<file path="config.mk">
export PLATFORM = sky130hd
export DESIGN_NAME = tm_entry_sequencer_flat
export DESIGN_NICKNAME = d
export VERILOG_FILES = /design/src/rtl/tm_entry_sequencer_if.sv /design/src/rtl/tm_entry_sequencer.sv /design/src/flat_wrapper.sv
export SDC_FILE = /design/constraint.sdc
export NUM_CORES = 1
export LEC_CHECK = 0
export CORE_MARGIN = 4
export CORE_UTILIZATION = 52
export CTS_CLUSTER_SIZE = 14
export DETAILED_ROUTE_END_ITERATION = 16
export PLACE_DENSITY_LB_ADDON = 0.1
export RECOVER_POWER = 50
export SLEW_MARGIN = 30
export SYNTH_ARGS = -nofsm -noshare
export SYNTH_HDL_FRONTEND = slang
export SYNTH_SLANG_ARGS = --single-unit
export TNS_END_PERCENT = 100
</file>
<file path="constraint.sdc">
create_clock -name clock -period 2 [get_ports clock]
set_input_delay 0.2 -clock clock [delete_from_list [all_inputs] [get_ports clock]]
set_output_delay 0.2 -clock clock [all_outputs]
set_load 0.1 [all_outputs]
</file>
<file path="src/rtl/tm_entry_sequencer_if.sv">
// Button/data inputs and strobe/status outputs between the TM entry sequencer and its datapath/UI.
interface tm_entry_sequencer_if #(
    parameter int DATA_W     = 6,
    parameter int TAPE_DEPTH = 64
);
    localparam int ADDR_W = $clog2(TAPE_DEPTH);

    logic                next;
    logic                done;
    logic [DATA_W-1:0]   input_data;
    logic                halted;
    logic                tbl_we;
    logic [DATA_W:0]     tbl_addr;
    logic [DATA_W+2:0]   tbl_wdata;
    logic                tape_we;
    logic [ADDR_W-1:0]   tape_addr;
    logic                tape_wdata;
    logic                dp_clear;
    logic                step_en;
    logic [1:0]          phase;
    logic [1:0]          field_idx;
    logic                compute_done;

    modport master (
        input  next, done, input_data, halted,
        output tbl_we, tbl_addr, tbl_wdata, tape_we, tape_addr, tape_wdata,
               dp_clear, step_en, phase, field_idx, compute_done
    );

    modport slave (
        output next, done, input_data, halted,
        input  tbl_we, tbl_addr, tbl_wdata, tape_we, tape_addr, tape_wdata,
               dp_clear, step_en, phase, field_idx, compute_done
    );
endinterface

</file>
<file path="src/rtl/tm_entry_sequencer.sv">
// Turing machine front-end: table/tape entry from Next/Done buttons, then stepped execution.
// Optional TM_AUTORUN_EN: in RUN, Next toggles free-running stepping until the datapath halts.
//
// state   | meaning
// PH_PROG | entering transition table, 3 fields per entry
// PH_TAPE | entering tape cells
// PH_RUN  | executing, one step per Next (or free-run)
// PH_HALT | datapath reached halt state, compute_done high
module tm_entry_sequencer #(
    parameter int DATA_W     = 6,
    parameter int TAPE_DEPTH = 64
) (
    input  logic                   clock,
    input  logic                   reset,
    tm_entry_sequencer_if.master   bus
);
    localparam int ADDR_W = $clog2(TAPE_DEPTH);
    localparam int ENT_W  = DATA_W + 1;

    typedef enum logic [1:0] {
        PH_PROG = 2'd0,
        PH_TAPE = 2'd1,
        PH_RUN  = 2'd2,
        PH_HALT = 2'd3
    } phase_t;

    phase_t              state;
    logic                next_q;
    logic                done_q;
    logic                nx_p;
    logic                dn_p;
    logic [ENT_W-1:0]    entry_cnt;
    logic                tbl_full;
    logic [DATA_W-1:0]   ns_r;
    logic                ws_r;
    logic [1:0]          field_r;
    logic [ADDR_W-1:0]   tape_ptr;
    logic                tape_full;

    logic                tbl_we_r;
    logic [DATA_W:0]     tbl_addr_r;
    logic [DATA_W+2:0]   tbl_wdata_r;
    logic                tape_we_r;
    logic [ADDR_W-1:0]   tape_addr_r;
    logic                tape_wdata_r;
    logic                dp_clear_r;
    logic                step_en_r;
    logic                compute_done_r;
`ifdef TM_AUTORUN_EN
    logic                free_run;
`endif

    // Done has priority: a simultaneous Next edge is discarded.
    assign dn_p = bus.done & ~done_q;
    assign nx_p = bus.next & ~next_q & ~dn_p;

    always_ff @(posedge clock) begin
        // Edge registers track the buttons during reset so a held button does not fire on release.
        next_q <= bus.next;
        done_q <= bus.done;
        if (!reset) begin
            state          <= PH_PROG;
            entry_cnt      <= '0;
            tbl_full       <= 1'b0;
            ns_r           <= '0;
            ws_r           <= 1'b0;
            field_r        <= 2'd0;
            tape_ptr       <= '0;
            tape_full      <= 1'b0;
            tbl_we_r       <= 1'b0;
            tbl_addr_r     <= '0;
            tbl_wdata_r    <= '0;
            tape_we_r      <= 1'b0;
            tape_addr_r    <= '0;
            tape_wdata_r   <= 1'b0;
            dp_clear_r     <= 1'b0;
            step_en_r      <= 1'b0;
            compute_done_r <= 1'b0;
`ifdef TM_AUTORUN_EN
            free_run       <= 1'b0;
`endif
        end else begin
            tbl_we_r   <= 1'b0;
            tape_we_r  <= 1'b0;
            dp_clear_r <= 1'b0;
            step_en_r  <= 1'b0;
            unique case (state)
                PH_PROG: begin
                    if (dn_p) begin
                        state   <= PH_TAPE;
                        field_r <= 2'd0;
                    end else if (nx_p && !tbl_full) begin
                        case (field_r)
                            2'd0: begin
                                ns_r    <= bus.input_data;
                                field_r <= 2'd1;
                            end
                            2'd1: begin
                                ws_r    <= bus.input_data[0];
                                field_r <= 2'd2;
                            end
                            default: begin
                                tbl_we_r    <= 1'b1;
                                tbl_addr_r  <= entry_cnt;
                                tbl_wdata_r <= {ns_r, ws_r, bus.input_data[1:0]};
                                field_r     <= 2'd0;
                                if (&entry_cnt) tbl_full <= 1'b1;
                                else            entry_cnt <= entry_cnt + ENT_W'(1);
                            end
                        endcase
                    end
                end
                PH_TAPE: begin
                    if (dn_p) begin
                        state       <= PH_RUN;
                        dp_clear_r  <= 1'b1;
                        tape_ptr    <= '0;
                        tape_addr_r <= '0;
                        tape_full   <= 1'b0;
`ifdef TM_AUTORUN_EN
                        free_run    <= 1'b0;
`endif
                    end else if (nx_p && !tape_full) begin
                        tape_we_r    <= 1'b1;
                        tape_addr_r  <= tape_ptr;
                        tape_wdata_r <= bus.input_data[0];
                        if (tape_ptr == ADDR_W'(TAPE_DEPTH - 1)) tape_full <= 1'b1;
                        else                                     tape_ptr  <= tape_ptr + ADDR_W'(1);
                    end
                end
                PH_RUN: begin
                    if (bus.halted) begin
                        state          <= PH_HALT;
                        compute_done_r <= 1'b1;
`ifdef TM_AUTORUN_EN
                        free_run       <= 1'b0;
`endif
                    end else begin
`ifdef TM_AUTORUN_EN
                        free_run  <= free_run ^ nx_p;
                        step_en_r <= free_run ^ nx_p;
`else
                        step_en_r <= nx_p;
`endif
                    end
                end
                PH_HALT: begin
                    if (dn_p) begin
                        state          <= PH_PROG;
                        entry_cnt      <= '0;
                        tbl_full       <= 1'b0;
                        field_r        <= 2'd0;
                        tape_ptr       <= '0;
                        tape_full      <= 1'b0;
                        tbl_addr_r     <= '0;
                        tape_addr_r    <= '0;
                        compute_done_r <= 1'b0;
                    end
                end
            endcase
        end
    end

    assign bus.tbl_we       = tbl_we_r;
    assign bus.tbl_addr     = tbl_addr_r;
    assign bus.tbl_wdata    = tbl_wdata_r;
    assign bus.tape_we      = tape_we_r;
    assign bus.tape_addr    = tape_addr_r;
    assign bus.tape_wdata   = tape_wdata_r;
    assign bus.dp_clear     = dp_clear_r;
    assign bus.step_en      = step_en_r;
    assign bus.phase        = state;
    assign bus.field_idx    = field_r;
    assign bus.compute_done = compute_done_r;
endmodule
</file>
<file path="src/flat_wrapper.sv">
// flat-port wrapper written by rule: the top's interface ports become plain ports
module tm_entry_sequencer_flat 
#(
    parameter int DATA_W     = 6,
    parameter int TAPE_DEPTH = 64
)
  (clock, reset, bus_next, bus_done, bus_input_data, bus_halted, bus_tbl_we, bus_tbl_addr, bus_tbl_wdata, bus_tape_we, bus_tape_addr, bus_tape_wdata, bus_dp_clear, bus_step_en, bus_phase, bus_field_idx, bus_compute_done);
  tm_entry_sequencer_if #(.DATA_W(DATA_W), .TAPE_DEPTH(TAPE_DEPTH)) bus_i ();
  input  logic clock;
  input  logic reset;
  input wire logic [$bits(bus_i.next)-1:0] bus_next;
  input wire logic [$bits(bus_i.done)-1:0] bus_done;
  input wire logic [$bits(bus_i.input_data)-1:0] bus_input_data;
  input wire logic [$bits(bus_i.halted)-1:0] bus_halted;
  output wire logic [$bits(bus_i.tbl_we)-1:0] bus_tbl_we;
  output wire logic [$bits(bus_i.tbl_addr)-1:0] bus_tbl_addr;
  output wire logic [$bits(bus_i.tbl_wdata)-1:0] bus_tbl_wdata;
  output wire logic [$bits(bus_i.tape_we)-1:0] bus_tape_we;
  output wire logic [$bits(bus_i.tape_addr)-1:0] bus_tape_addr;
  output wire logic [$bits(bus_i.tape_wdata)-1:0] bus_tape_wdata;
  output wire logic [$bits(bus_i.dp_clear)-1:0] bus_dp_clear;
  output wire logic [$bits(bus_i.step_en)-1:0] bus_step_en;
  output wire logic [$bits(bus_i.phase)-1:0] bus_phase;
  output wire logic [$bits(bus_i.field_idx)-1:0] bus_field_idx;
  output wire logic [$bits(bus_i.compute_done)-1:0] bus_compute_done;
  assign bus_i.next = bus_next;
  assign bus_i.done = bus_done;
  assign bus_i.input_data = bus_input_data;
  assign bus_i.halted = bus_halted;
  assign bus_tbl_we = bus_i.tbl_we;
  assign bus_tbl_addr = bus_i.tbl_addr;
  assign bus_tbl_wdata = bus_i.tbl_wdata;
  assign bus_tape_we = bus_i.tape_we;
  assign bus_tape_addr = bus_i.tape_addr;
  assign bus_tape_wdata = bus_i.tape_wdata;
  assign bus_dp_clear = bus_i.dp_clear;
  assign bus_step_en = bus_i.step_en;
  assign bus_phase = bus_i.phase;
  assign bus_field_idx = bus_i.field_idx;
  assign bus_compute_done = bus_i.compute_done;
  tm_entry_sequencer #(.DATA_W(DATA_W), .TAPE_DEPTH(TAPE_DEPTH)) u_core (.clock(clock), .reset(reset), .bus(bus_i));
endmodule
</file>
==> results of run 1 <==
## logic make-up after synthesis
logic type / Yosys count / synth area share
multiplexers: 20 / 0.0791
adder cells (fa/ha/maj): 7 / 0.0346
AO/OA/AOI/OAI: 50 / 0.137
flip-flops: 56 / 0.443
AND/OR/NAND/NOR: 120 / 0.268
buffers and inverters: 23 / 0.0386
## worst max-delay path, stage by stage, from the launching register on
cell and delay, ns:
dfxtp_4 0.36, inv_1 0.12, ha_1 0.29, and4bb_1 0.23
nand3_1 0.15, or4_1 0.49, o21ai_1 0.08
## synth_stat cells, drive strengths merged (4+ instances only)
library cell,n
nor4b,4
o21ai,5
dfxtp,56
inv,8
buf,4
nand3b,4
nor2,33
clkbuf,11
and3,5
nor2b,4
a21oi,20
nand2,23
ha,7
nand3,22
mux2i,20
## registers in the layout, indices dropped and copies added (netlist names), 2 cells and up
name,flops
u_core.tape_ptr,6
u_core.bus.tbl_wdata,9
u_core.bus.phase,2
u_core.bus.tbl_addr,7
u_core.entry_cnt,7
u_core.bus.field_idx,2
u_core.bus.tape_addr,6
u_core.ns_r,6
## layout make-up
cell class / count / area, um^2 / area share
clock inverter: 2 / 38.8 / 0.0126
clock buffer: 6 / 82.6 / 0.0268
sequential: 56 / 1130 / 0.367
tap: 67 / 83.8 / 0.0272
timing repair buffer: 59 / 407 / 0.132
inverter: 8 / 30.0 / 0.00975
multi-input combinational: 197 / 1310 / 0.424
## placed cells by master, fill, tap and decap left out, drive strengths merged, types with 5 or more instances in the layout
cell type       n
and3            5
nand3          22
ha              7
clkdlybuf4s50   8
mux2i          20
o21ai           5
nor2           33
nand2          23
clkbuf         39
a21oi          20
dfxtp          56
inv             8
buf            16
## what timing repair did
action                                  in CTS  in global routing
endpoints found under the setup margin       0                  1
hold buffers                                 0                  0
resized for setup                            0                  1
## final timing paths
| kind | slack, ns | cells after the start | to | startpoint |
|---|---|---|---|---|
| setup / recovery | 0.22 | 6 | u_core.entry_cnt[0]$_SDFFE_PN0P_ | u_core.bus.phase[0]$_SDFFE_PN0P_ |
| hold / removal | 0.46 | 2 | u_core.bus.tape_addr[4]$_SDFFE_PN0P_ | u_core.bus.tape_addr[4]$_SDFFE_PN0P_ |
| setup reg to reg | 0.22 | 6 | u_core.entry_cnt[0]$_SDFFE_PN0P_ | u_core.bus.phase[0]$_SDFFE_PN0P_ |
| hold reg to reg | 0.46 | 2 | u_core.bus.tape_addr[4]$_SDFFE_PN0P_ | u_core.bus.tape_addr[4]$_SDFFE_PN0P_ |
## stage by stage
stage | hold WS, ns | power, mW | util
6_report | 0.459 | 3.17 | 0.652
5_1_grt | 0.475 | 3.34 | 0.652
4_1_cts | 0.462 | 3.23 | 0.671
3_5_place_dp | 0.448 | 2.46 | 0.646
3_3_place_gp | 0.438 | 2.44 | 0.646
2_1_floorplan | 0.228 | 2.18 | -
## power by group through the flow
stage / Combinational (mW) / Clock (mW) / Sequential (mW)
2_1_floorplan: 0.545 / 0 / 1.63
3_3_place_gp: 1.14 / 0 / 1.31
3_5_place_dp: 1.15 / 0 / 1.31
4_1_cts: 1.15 / 0.797 / 1.28
5_1_grt: 1.21 / 0.835 / 1.30
6_report: 1.11 / 0.773 / 1.28
## per-layer routing
metal | vias up | share of wire | GRT usage
met5 | - | 0 | 0
met2 | 56 | 0.46 | 0.295
li1 | 1086 | - | -
met3 | 9 | 0.048 | 0.0418
met1 | 1011 | 0.48 | 0.259
met4 | 0 | 0.014 | 0.0552
==> summary.md, run 1 <==
| Metric | Value |
|---|---|
| Fill cells | `439` |
| Synth Warn # | `0` |
| Largest net degree at the start of global routing | `33` |
| Reg clk slew, reported paths | `0.10 ns` |
| Final hold violations | `0` |
| # IOs | `43` |
| DRT Pass-1 Iters | `4` |
| Dpl cells | `387` |
| H-tree depth | `2` |
| Layout Cells excl Fill | `395` |
| Slew HR | `0.226` |
| FF+latch count, synth | `56` |
| Total wire length | `5240 um` |
| CP max FO | `4` |
| Antenna-violating nets left | `0` |
| DRT iter0 DRCs | `113` |
| Dominant synthesized flop cell | `dfxtp_1` |
| Reg power frac | `0.404` |
| GP Congestion | `0.948` |
| Sequential area share after synthesis | `0.443` |
| Postcts setup bufs | `0` |
| Core area | `4720 um^2` |
| Max-slew violation count | `0` |
| Global-route wire length before repair | `9360 um` |
| Distinct cell type count after synthesis | `55` |
| Critical path required time | `2.25 ns` |
| Power share of the combinational group | `0.352` |
| Synth Instances | `276` |
| Vias in the first global route | `2030` |
| Maximum VDD drop | `1.00 mV` |
| Clock Skews | `0.00673 ns` |
| Via density | `5.47` |
| DP HPWL | `3860 um` |
| Pwr Density | `1030 nW/um^2` |
| Die Width | `77.8 um` |
| Post-DP Area | `3050 um^2` |
| Setup violators final | `0` |
| Leak | `1.23 nW` |
| Ratio of cells with drive above 1 in the final layout | `0.216` |
| Synth area leaders | `dfxtp_1, mux2i_1, nor2_1` |
| Total clock buffers created by CTS | `5` |
| Crit path DAT | `2.02 ns` |
| CP Capture Type | `flip-flop` |
| EDFF count, synth | `0` |
| Unrepaired setup endpoints after global routing | `no` |
| CP Launch Type | `flip-flop` |
| CTS max path bufs | `2` |
| Internal | `1.97 mW` |
| Setup TNS | `0 ns` |
| Die footprint | `6050 um^2` |
| Max Cap Viol | `0` |
| Clock power share | `0.244` |
| Area delta synth->final | `21.7%` |
| Share of the synthesized area in the top cell type | `0.443` |
| Switching power total | `1.20 mW` |
| Gr usage total | `0.188` |
| FP Rows | `25` |
| Post-Place Setup Slack | `0.0688 ns` |
| Avg WL per Cell | `13.3 um` |
| Via Count | `2162` |
| Die Ht | `77.8 um` |
| Global route overflow | `0` |
| Diode count | `0` |
| Root Buffer | `clkbuf_8` |
| Antenna violations before repair | `0` |
| Ys async rst share | `0` |
| Fin nets | `345` |
| CTS tree | `yes` |
| Tcrit/Tclk final | `0.889` |
| Worst Hold Class | `flip-flop to flip-flop` |
| Clk Latency, worst-skew pair | `0.31 ns` |
| FMAX | `0.562 GHz` |
| Worst Max-Slew Pin Slew | `1.17 ns` |
| Sw Share | `0.378` |
| Post-Syn Area | `2530 um^2` |
| Clock sinks | `56` |
| Setup ws final | `0.222 ns` |
| Area leader, netlist | `dfxtp_1` |
| Synthesized area per cell | `9.17 um^2` |
| CP Class | `flip-flop to flip-flop` |
| # port buffers | `42` |
| Final Cell Area | `3080 um^2` |
| Residual DRC | `0` |
| Starting Density | `0.536` |
| Mapped Nets | `294` |
| Fin crit period | `1.78 ns` |
| Outcome | `finished clean` |
Power figures use the tool's default switching activity.
==> run 2: changes to the inputs <==
--- a/config.mk
+++ b/config.mk
@@ -11,7 +11,6 @@
 export DETAILED_ROUTE_END_ITERATION = 16
 export PLACE_DENSITY_LB_ADDON = 0.1
 export RECOVER_POWER = 50
-export SLEW_MARGIN = 30
 export SYNTH_ARGS = -nofsm -noshare
 export SYNTH_HDL_FRONTEND = slang
 export SYNTH_SLANG_ARGS = --single-unit
==> results of run 2 <==
The final DEF is identical to that of run 1; final timing and power are the same.
==> run 3: changes to the inputs <==
--- a/config.mk
+++ b/config.mk
@@ -5,10 +5,12 @@
 export SDC_FILE = /design/constraint.sdc
 export NUM_CORES = 1
 export LEC_CHECK = 0
+export CAP_MARGIN = 10
 export CORE_MARGIN = 4
 export CORE_UTILIZATION = 52
-export CTS_CLUSTER_SIZE = 14
+export CTS_CLUSTER_SIZE = 40
 export DETAILED_ROUTE_END_ITERATION = 16
+export GPL_ROUTABILITY_DRIVEN = 1
 export PLACE_DENSITY_LB_ADDON = 0.1
 export RECOVER_POWER = 50
 export SYNTH_ARGS = -nofsm -noshare
==> results of run 3 <==
The final DEF is identical to that of run 1; final timing and power are the same.
